[src/rtl/serial_adder_ctrl.sv]
// ---------------------------------------------------------------------------
// serial_adder_ctrl
//   Bit-serial add/subtract unit. Two WIDTH-bit operands are accepted over a
//   valid/ready handshake, pushed LSB-first through a single 1-bit full adder
//   (one bit per clock, carry kept in a register), and the WIDTH-bit result is
//   returned with unsigned carry and signed overflow flags over a second
//   valid/ready handshake. No pipelining: one operation in flight at a time.
//
// Ports:
//   clk        in   system clock, rising edge
//   reset      in   asynchronous, active-high reset
//   in_valid   in   operand request valid
//   in_ready   out  controller can accept operands (IDLE)
//   op_a       in   operand A   (sampled on input handshake)
//   op_b       in   operand B   (sampled on input handshake)
//   sub        in   0 = A+B, 1 = A-B (sampled on input handshake)
//   out_valid  out  result/carry_out/overflow valid (DONE)
//   out_ready  in   consumer accepts result
//   result     out  sum/difference, modulo 2^WIDTH
//   carry_out  out  final carry; for subtract 1 = no borrow
//   overflow   out  signed overflow
//   busy       out  high in RUN and DONE
// ---------------------------------------------------------------------------

// 1-bit full adder used as the arithmetic core of the serial unit.
module fulladder (
  input  logic a,
  input  logic b,
  input  logic c,
  output logic sum,
  output logic carry
);
  assign sum   = a ^ b ^ c;
  assign carry = (a & b) | (a & c) | (b & c);
endmodule

module serial_adder_ctrl #(
  parameter int WIDTH = 8
) (
  input  logic             clk,
  input  logic             reset,
  input  logic             in_valid,
  output logic             in_ready,
  input  logic [WIDTH-1:0] op_a,
  input  logic [WIDTH-1:0] op_b,
  input  logic             sub,
  output logic             out_valid,
  input  logic             out_ready,
  output logic [WIDTH-1:0] result,
  output logic             carry_out,
  output logic             overflow,
  output logic             busy
);

  localparam int CW = $clog2(WIDTH);

  localparam logic [1:0] IDLE = 2'd0;
  localparam logic [1:0] RUN  = 2'd1;
  localparam logic [1:0] DONE = 2'd2;

  localparam logic [CW-1:0] LAST_BIT = CW'(WIDTH - 1);

  logic [1:0]       state;
  logic [WIDTH-1:0] a_sr;
  logic [WIDTH-1:0] b_sr;
  // Holds the WIDTH-1 sum bits produced so far; the final bit is merged
  // directly into result on the last RUN cycle.
  logic [WIDTH-2:0] res_sr;
  logic             carry_reg;
  logic [CW-1:0]    count;

  logic             fa_sum;
  logic             fa_carry;
  logic [WIDTH-1:0] res_next;

  fulladder u_fa (
    .a     (a_sr[0]),
    .b     (b_sr[0]),
    .c     (carry_reg),
    .sum   (fa_sum),
    .carry (fa_carry)
  );

  // New sum bit enters at the MSB and everything moves one place right, so
  // after WIDTH steps the first (LSB) sum bit has reached bit 0.
  assign res_next = {fa_sum, res_sr};

  assign in_ready  = (state == IDLE);
  assign out_valid = (state == DONE);
  assign busy      = (state == RUN) || (state == DONE);

  // Subtraction is A + ~B + 1: B is inverted on load and the carry register
  // is preset with sub. On the last bit, carry_reg is the carry into the MSB,
  // so overflow is carry-in(MSB) XOR carry-out(MSB).
  always_ff @(posedge clk or posedge reset) begin
    if (reset) begin
      state     <= IDLE;
      a_sr      <= '0;
      b_sr      <= '0;
      res_sr    <= '0;
      carry_reg <= 1'b0;
      count     <= '0;
      result    <= '0;
      carry_out <= 1'b0;
      overflow  <= 1'b0;
    end else begin
      case (state)
        IDLE: begin
          if (in_valid) begin
            a_sr      <= op_a;
            b_sr      <= sub ? ~op_b : op_b;
            carry_reg <= sub;
            count     <= '0;
            state     <= RUN;
          end
        end
        RUN: begin
          a_sr      <= a_sr >> 1;
          b_sr      <= b_sr >> 1;
          res_sr    <= res_next[WIDTH-1:1];
          carry_reg <= fa_carry;
          count     <= count + 1'b1;
          if (count == LAST_BIT) begin
            result    <= res_next;
            carry_out <= fa_carry;
            overflow  <= carry_reg ^ fa_carry;
            state     <= DONE;
          end
        end
        DONE: begin
          if (out_ready) begin
            state <= IDLE;
          end
        end
        default: begin
          state <= IDLE;
        end
      endcase
    end
  end

endmodule

[config.mk]
export PLATFORM = sky130hd
export DESIGN_NAME = serial_adder_ctrl
export DESIGN_NICKNAME = d
export VERILOG_FILES = /design/src/rtl/serial_adder_ctrl.sv
export SDC_FILE = /design/constraint.sdc
export NUM_CORES = 1
export LEC_CHECK = 0
export BUFFER_PORTS_ARGS = -buffer_cell sky130_fd_sc_hd__clkbuf_2
export CAP_MARGIN = 25
export CORE_MARGIN = 5
export CORE_UTILIZATION = 43
export DETAILED_ROUTE_END_ITERATION = 8
export GPL_TIMING_DRIVEN = 0
export PLACE_DENSITY = 0.72
export SETUP_SLACK_MARGIN = 0.2
export SLEW_MARGIN = 20
export SYNTH_ARGS = -nofsm -noshare
export SYNTH_HDL_FRONTEND = slang
export SYNTH_SLANG_ARGS = --single-unit
[constraint.sdc]
create_clock -name clk -period 2.65 [get_ports clk]
set_clock_uncertainty 0.1 [all_clocks]
set_input_delay 0.53 -clock clk [delete_from_list [all_inputs] [get_ports clk]]
set_output_delay 0.53 -clock clk [all_outputs]
set_load 0.05 [all_outputs]
==> results of run 1 <==
==> how the worst max path moves through the flow <==
stage             start        end  slack (ns)
6_report       state[1]   in_ready        0.59
5_1_grt        state[1]   in_ready        0.50
4_1_cts        state[0]  out_valid        0.57
3_5_place_dp   state[1]    b_sr[7]        0.79
3_3_place_gp      reset    a_sr[4]        0.62
2_1_floorplan  state[0]    b_sr[7]        0.66
==> cells by family after synthesis <==
family	Yosys count	share of synthesized area [%]
compound gates	22	8.71
xor+xnor	9	4.13
fa+ha+maj	7	4.98
buf+inv	12	4.71
flops	39	51.1
mux	34	21.6
simple gates	23	4.78
==> area by class of cell <==
| cell class | instances | area (um^2) | share of cell area [%] |
|---|---|---|---|
| flip-flops and latches | 39 | 976 | 43.3 |
| clock buffers | 8 | 100 | 4.44 |
| repair buffers | 33 | 180 | 7.99 |
| well taps | 52 | 65.1 | 2.88 |
| multi-input cells | 95 | 845 | 37.4 |
| inverters | 5 | 33.8 | 1.50 |
| plain buffers | 7 | 56.3 | 2.50 |
==> power by group <==
part / switching (mW) / internal (mW) / total (mW) / leakage [nW]
Combinational: 0.800 / 0.569 / 1.37 / 0.603
Clock: 0.196 / 0.237 / 0.434 / 0.0515
Sequential: 0.154 / 0.854 / 1.01 / 0.499
Total: 1.15 / 1.66 / 2.81 / 1.15
==> placed cells by master, fill, tap and decap left out, types with 3 or more instances in the layout <==
master	instances
nand2_1	21
mux2i_1	15
o21ai_2	6
clkbuf_2	32
ha_1	6
buf_2	3
xor2_1	7
o21ai_1	12
mux2_4	10
clkbuf_8	7
mux2_1	8
dfrtp_1	39
==> routing by layer <==
| layer | GRT usage, % | part of all wire, % | vias to the layer above |
|---|---|---|---|
| met4 | 3.67 | 1.4 | 0 |
| met2 | 18.8 | 45 | 29 |
| met1 | 15.9 | 47 | 555 |
| met3 | 5.50 | 6.5 | 5 |
| li1 | - | - | 583 |
| met5 | 0 | 0 | - |
==> per-stage QoR <==
stage | std cells | area [um^2] | power (mW) | setup slack, ns
2_1_floorplan | 146 | 1910 | 2.14 | 0.663
3_3_place_gp | 230 | 2140 | 2.37 | 0.623
3_5_place_dp | 231 | 2160 | 2.41 | 0.791
4_1_cts | 239 | 2260 | 2.86 | 0.568
5_1_grt | 239 | 2260 | 3.04 | 0.501
6_report | 239 | 2260 | 2.81 | 0.587
==> run metrics, run 1 <==
via count 1172; die area 5880 um^2; final wirelength 3250 um; Via density 4.90; CTS tree yes; reg-to-reg startpoint state[1]; Synth warnings 0; synthesized netlist cell count 146; reg2reg path depth 6; Async SR Flop Fraction 100%; syn_nets 174; clock latency at the later pin of the worst-skew pair 0.29 ns; Initial Utilization 44.2%; Post-synth EDFFs 0; # H-tree levels 2; FF-to-FF setup slack 0.78 ns; maxcap violations 0; Yosys cell types 24; pin count of the biggest net entering global routing 29; critical-path cell list inv_1 -> ha_1 -> clkbuf_2; number of global-route vias before repair 1260; Pins Over Slew Limit 0; Leak 1.15 nW; Stages on worst setup path 3; Synth top cells by count dfrtp_1, nand2_1, mux2i_1; crit path DAT 1.43 ns; leading area contributor after synthesis dfrtp_1; clock tree buffer depth 2; Die Ht 76.7 um; Port Buffers 32; first-pass GRT wire length 5890 um; pwr dens 1250 nW/um^2; row count 24; share of layout cells above drive strength 1 36.9%; Final setup viols 0; top-area cell type share of the netlist area 51.1%; post-CTS setup buffers 0; status finished, final reports clean; initial antenna violation count 0; grt total ovfl 0; f_max 485 MHz; Hold Worst Slack 0.0594 ns; Post-Syn Area 1910 um^2; Worst Path Buf+Inv 2; PostCTS Resize Cnt 0; Critical Path Start Type flop; Remaining DRCs 0; synthesis-to-finish area growth 18.1%; antenna cells 0; Routed Antenna Nets 0; Nets 214; Critical Path Sink Type output pin; Max IR drop VDD 0.000437 V; Slew Limit Headroom 77.4%; I/O pin cnt 34; Detail Placement HPWL 2320 um; number of fill cells 401; ys flop type dfrtp_1; syn avg cell area 13.1 um^2; CTS buffer count 5; CTS root buf clkbuf_8; crit path max fanout 4; sequential area share after synthesis 51.1%; Core ar. 4320 um^2; Die W 76.7 um; Setup CP Type reg -> out; DR WL/cell 13.6 um; RR Endpoint b_sr[7]; Worst Hold Class in -> async; #FFs+latches synth 39; Worst path top cell family by delay buffers and inverters; CTS sink cnt 39; Final Hold Fails 0; TNS Setup 0 ns; Final Cycle Share 77.9%; synth top area cells dfrtp_1, mux2_4, mux2i_1, mux2_1, nand2_1; CTS hold repair buffers 0; RSZ-0062 raised after global routing no; clk slew on worst S/H paths 0.07 ns; Critical Path RT 2.02 ns; GRT Total Usage 12.4%; slowest CP cell dfrtp_1; Initial DRC Count 40; Regs by FF count a_sr (8), b_sr (8), result (8); minimum clock period 2.06 ns; actual slew at the worst max-slew pin 0.332 ns; most frequent cell after synthesis dfrtp_1; Pre-antenna DRT Iters 4; fin util 52.2%; critical path's largest stage delay 0.41 ns; GPL Wtd Cong 0.740
No activity file was read; power rests on OpenSTA's default activity.
==> run 2: changes to the inputs <==
Settings changed: PLACE_DENSITY 0.72 to 0.75.
Clock period 2.65 ns to 1.8 ns, I/O delays scaled along.
==> run 2 against run 1 <==
  * Clock power increased by 30%
  * Via count rose by 5.2%
  * Die area did not move
==> run metrics, run 2 (synthesized netlist as in run 1, its figures left out) <==
Final Cycle Share 91.9%; Die W 76.7 um; Area after DPL 2200 um^2; Final setup viols 0; Flop pwr share 30.7%; pwr dens 1880 nW/um^2; Initial Utilization 44.2%; crit path DAT 1.19 ns; number of fill cells 358; Comb pwr share 57.6%; I/O pin cnt 34; die area 5880 um^2; GPL Wtd Cong 0.768; Setup CP Type reg -> out; initial antenna violation count 0; critical-path cell list inv_2 -> ha_4 -> clkbuf_16; clock tree buffer depth 2; Sw Ratio 39.3%; f_max 604 MHz; Initial DRC Count 47; Worst Hold Class in -> reg; Routed Antenna Nets 0; Critical Path RT 1.34 ns; clk slew on worst S/H paths 0.07 ns; Leak 1.29 nW; Final Hold Fails 0; antenna cells 0; Worst path top cell family by delay flip-flops; critical path's largest stage delay 0.39 ns; Slew Limit Headroom 81.2%; share of layout cells above drive strength 1 47.8%; sw power 1.90 mW; Pins Over Slew Limit 0; Regs by FF count a_sr (8), b_sr (8), result (8); most frequent cells in the layout dfrtp_1, clkbuf_2, nand2_1; internal power 2.95 mW; pin count of the biggest net entering global routing 31; CTS root buf clkbuf_8; Core ar. 4320 um^2; Post-Place Cells 231; final instance area 2580 um^2; power share of the clock group 11.6%; Port Buffers 32; Critical Path Sink Type output pin; fin util 59.8%; Cell Count, Final, Fillers Out 255; Detail Placement HPWL 2330 um; DR WL/cell 13.7 um; CTS tree yes; via count 1233; clock latency at the later pin of the worst-skew pair 0.29 ns; Via density 4.84; number of global-route vias before repair 1213; maxcap violations 0; Critical Path Start Type flop; RSZ-0062 raised after global routing yes; # H-tree levels 2; crit path max fanout 3; Max IR drop VDD 0.000638 V; most common cell after layout, fill and taps aside dfrtp_1; final wirelength 3500 um; TNS Setup 0 ns; minimum clock period 1.65 ns; Worst Path Buf+Inv 2; actual slew at the worst max-slew pin 0.283 ns; slowest CP cell dfrtp_1; CTS buffer count 5; status finished, final reports clean; Die Ht 76.7 um; synthesis-to-finish area growth 35.2%; row count 24; CTS sink cnt 39; GRT Total Usage 11.4%; first-pass GRT wire length 5410 um; Nets 230; grt total ovfl 0; Pre-antenna DRT Iters 4; Remaining DRCs 0
## run 2: cell types whose count changed in the layout (fill, tap and decap cells not counted), moves of 3 or more
cell / before / now
buf_4: 2 / 10
ha_1: 6 / 1
buf_6: 1 / 5
clkbuf_16: 0 / 4
ha_4: 0 / 4
clkbuf_2: 32 / 29
clkinv_2: 0 / 3
## run 2: what timing repair did
action | CTS | global route
hold buffers | 1 | 0
pin swaps | 2 | 1
gates resized for setup | 12 | 18
endpoints found under the setup margin | 31 | 32
cloned | 0 | 3
endpoints found under the hold margin | 9 | 0
buffers inserted | 6 | 6
## run 2: worst min-delay path, delay by kind of cell
family          cells  cell delay [ns]
buf+inv             1             0.08
compound gates      1             0.06
simple gates        1             0.05
## run 2: layer usage
layer | wire [um] | global-route usage (%) | up-vias
met2 | 1720 | 17.6 | 29
met1 | 1550 | 14.2 | 581
met3 | 175 | 4.57 | 7
li1 | - | - | 616
met4 | 56 | 4.72 | 0
met5 | 0 | 0 | -
## run 2: power groups by stage
stage | registers (mW) | logic, mW | clock network [mW]
CTS | 1.48 | 2.47 | 0.584
detailed placement | 1.51 | 2.15 | 0
floorplan | 1.65 | 1.65 | 0
finish | 1.49 | 2.80 | 0.564
global placement | 1.49 | 2.10 | 0
global route | 1.54 | 3.02 | 0.624
## run 2: worst paths after layout
| check | from | cells past startpoint | slack [ns] | to |
|---|---|---|---|---|
| setup / recovery | state[1] | 3 | 0.15 | busy |
| hold / removal | op_a[7] | 3 | 0.20 | a_sr[7] |
| setup reg to reg | state[0] | 6 | 0.17 | result[0] |
| hold reg to reg | a_sr[3] | 2 | 0.38 | a_sr[3] |
| max in group asynchronous | reset | 4 | 0.78 | res_sr[6] |
| min in group asynchronous | reset | 3 | 0.41 | result[0] |
## run 2: area by class of cell
| type | count | area [um^2] | area share [%] |
|---|---|---|---|
| Tap cell | 52 | 65.1 | 2.52 |
| Multi-Input combinational cell | 95 | 918 | 35.5 |
| Clock buffer | 5 | 68.8 | 2.66 |
| Buffer | 7 | 83.8 | 3.24 |
| Timing Repair Buffer | 49 | 413 | 16.0 |
| Sequential cell | 39 | 976 | 37.8 |
| Clock inverter | 3 | 15.0 | 0.581 |
| Inverter | 5 | 43.8 | 1.69 |
## run 2: metrics by stage
| step | power, mW | hold slack (ns) | setup WS, ns |
|---|---|---|---|
| floorplan | 3.30 | 0.347 | 0.175 |
| global placement | 3.59 | 0.364 | 0.0106 |
| detailed placement | 3.66 | 0.171 | 0.0934 |
| CTS | 4.53 | 0.194 | 0.146 |
| global route | 5.18 | 0.209 | 0.0905 |
| finish | 4.85 | 0.202 | 0.145 |
==> run 3: changes to the inputs <==
Settings changed: SETUP_SLACK_MARGIN 0.2 to 0.3.
==> run 3 against run 2 <==
  * Fmax fell by 1.9%
  * Sequential power rose by 5%
  * Count of clock-buffer cells in the layout rose by 1
  * Largest cell class is now multi-input combinational cells
  * Non-clock buffer count rose by 5
  * Critical path type is now reg -> reg
  * Final cell count rose by 2.0%
  * First-iteration DRC count rose by 38%
  * Sequential share of layout area fell by 4.1 points
==> run metrics, run 3 (synthesized netlist as in run 1, its figures left out) <==
status finished, final reports clean; Worst path top cell family by delay buffers and inverters; pre-CTS setup slack 0.0828 ns; share of layout cells above drive strength 1 62.5%; critical-path cell list inv_2 -> ha_4 -> mux2i_4 -> buf_12 -> buf_12 -> buf_16 -> nand2_2 -> o21ai_2; slowest CP cell dfrtp_1; CTS buffer count 5; Nets 235; crit path DAT 1.82 ns; initial antenna violation count 0; hold path cells 3; Pins Over Slew Limit 0; RR Endpoint a_sr[2]; Leak 1.44 nW; Worst Hold Launch op_a[7]; synthesis-to-finish area growth 52.0%; grt total ovfl 0; clock tree buffer depth 2; GPL Wtd Cong 0.729; number of fill cells 304; number of global-route vias before repair 1449; Worst Path Buf+Inv 4; Critical Path Start Type flop; Worst Hold Class in -> reg; Routed Antenna Nets 0; via count 1331; clock latency at the later pin of the worst-skew pair 0.30 ns; Detail Placement HPWL 2410 um; reg2reg path depth 8; pin count of the biggest net entering global routing 33; area of the multi-input gates 1040 um^2; pwr dens 2110 nW/um^2; GRT Total Usage 15.5%; most frequent cells in the layout dfrtp_1, clkbuf_2, mux2_4; Die W 76.7 um; final wirelength 4430 um; die area 5880 um^2; CTS root buf clkbuf_8; hold endpoint a_sr[7]; DR WL/cell 17.0 um; row count 24; Via density 5.12; CTS sink cnt 39; most common cell after layout, fill and taps aside dfrtp_1; # H-tree levels 2; antenna cells 0; RSZ-0062 raised after global routing yes; first-pass GRT wire length 7220 um; Port Buffers 32; Final Cycle Share 93.7%; critical path's largest stage delay 0.41 ns; Die Ht 76.7 um; Core ar. 4320 um^2; FF-to-FF setup slack 0.11 ns; Most common cell on crit path buf_12; Critical Path RT 1.93 ns; final instance area 2900 um^2; Storage cell area 978 um^2; Final Hold Fails 0; Remaining DRCs 0; minimum clock period 1.69 ns; I/O pin cnt 34; maxcap violations 0; Setup CP Type reg -> reg; Initial Utilization 44.2%; Worst Setup Slack, final 0.113 ns; f_max 593 MHz; reg-to-reg startpoint state[1]; Area after DPL 2210 um^2; crit path max fanout 6; clk slew on worst S/H paths 0.08 ns; actual slew at the worst max-slew pin 0.300 ns; Slew Limit Headroom 79.8%; Initial DRC Count 65; Max IR drop VDD 0.00109 V; Pre-antenna DRT Iters 4; Critical Path Sink Type flop; Final setup viols 0; CTS tree yes; Regs by FF count a_sr (8), b_sr (8), result (8)
run 3: worst register-to-register path, cell delays in order, from the launching register on:
cell and delay, ns:
dfrtp_1 0.41, inv_2 0.13, ha_4 0.20, mux2i_4 0.28
buf_12 0.17, buf_12 0.11, buf_16 0.12, nand2_2 0.05
o21ai_2 0.05
run 3: where the power goes:
group          total (mW)  internal [mW]  leakage, nW  switching [mW]
combinational        3.80           2.08        0.879            1.72
clock               0.762          0.448       0.0612           0.314
sequential           1.56           1.26        0.496           0.301
run 3: cell type report:
cell class	instances	share of cell area, %
inverters	5	1.25
flip-flops and latches	39	33.7
repair buffers	54	19.3
multi-input cells	95	35.8
plain buffers	7	3.62
clock inverters	2	1.21
well taps	52	2.24
clock buffers	6	2.84
run 3: repair_timing:
action / in CTS / in global routing
setup buffers: 12 / 2
pin swaps: 11 / 5
hold endpoints to repair: 7 / 0
hold buffers: 1 / 0
resized for setup: 48 / 26
setup endpoints to repair: 40 / 40
gates cloned: 6 / 0
run 3: through the flow:
step | TNS (ns) | total power, mW | instances | hold WS [ns] | utilization, %
final | 0 | 6.13 | 260 | 0.200 | 67.2
after CTS | 0 | 5.80 | 258 | 0.203 | 64.6
after floorplan | 0 | 3.30 | 146 | 0.347 | -
after detailed placement | 0 | 3.67 | 231 | 0.168 | 51.0
after global routing | 0 | 6.45 | 260 | 0.209 | 67.2
after global placement | -3.27 | 3.59 | 230 | 0.362 | 50.5
run 3: how the worst max path moves through the flow:
stage | start | to | depth (start not counted)
after floorplan | state[1] | b_sr[6] | 5
after global routing | state[1] | a_sr[2] | 8
after global placement | reset | a_sr[4] | 2
after CTS | state[1] | busy | 3
after detailed placement | state[1] | a_sr[2] | 6
final | state[1] | a_sr[2] | 8
run 3: layer usage:
metal,global-route usage (%),vias up,wire (um)
li1,-,628,-
met1,19.7,657,1860
met2,24.3,36,2270
met3,4.57,10,204
met4,6.64,0,91
met5,0,-,0
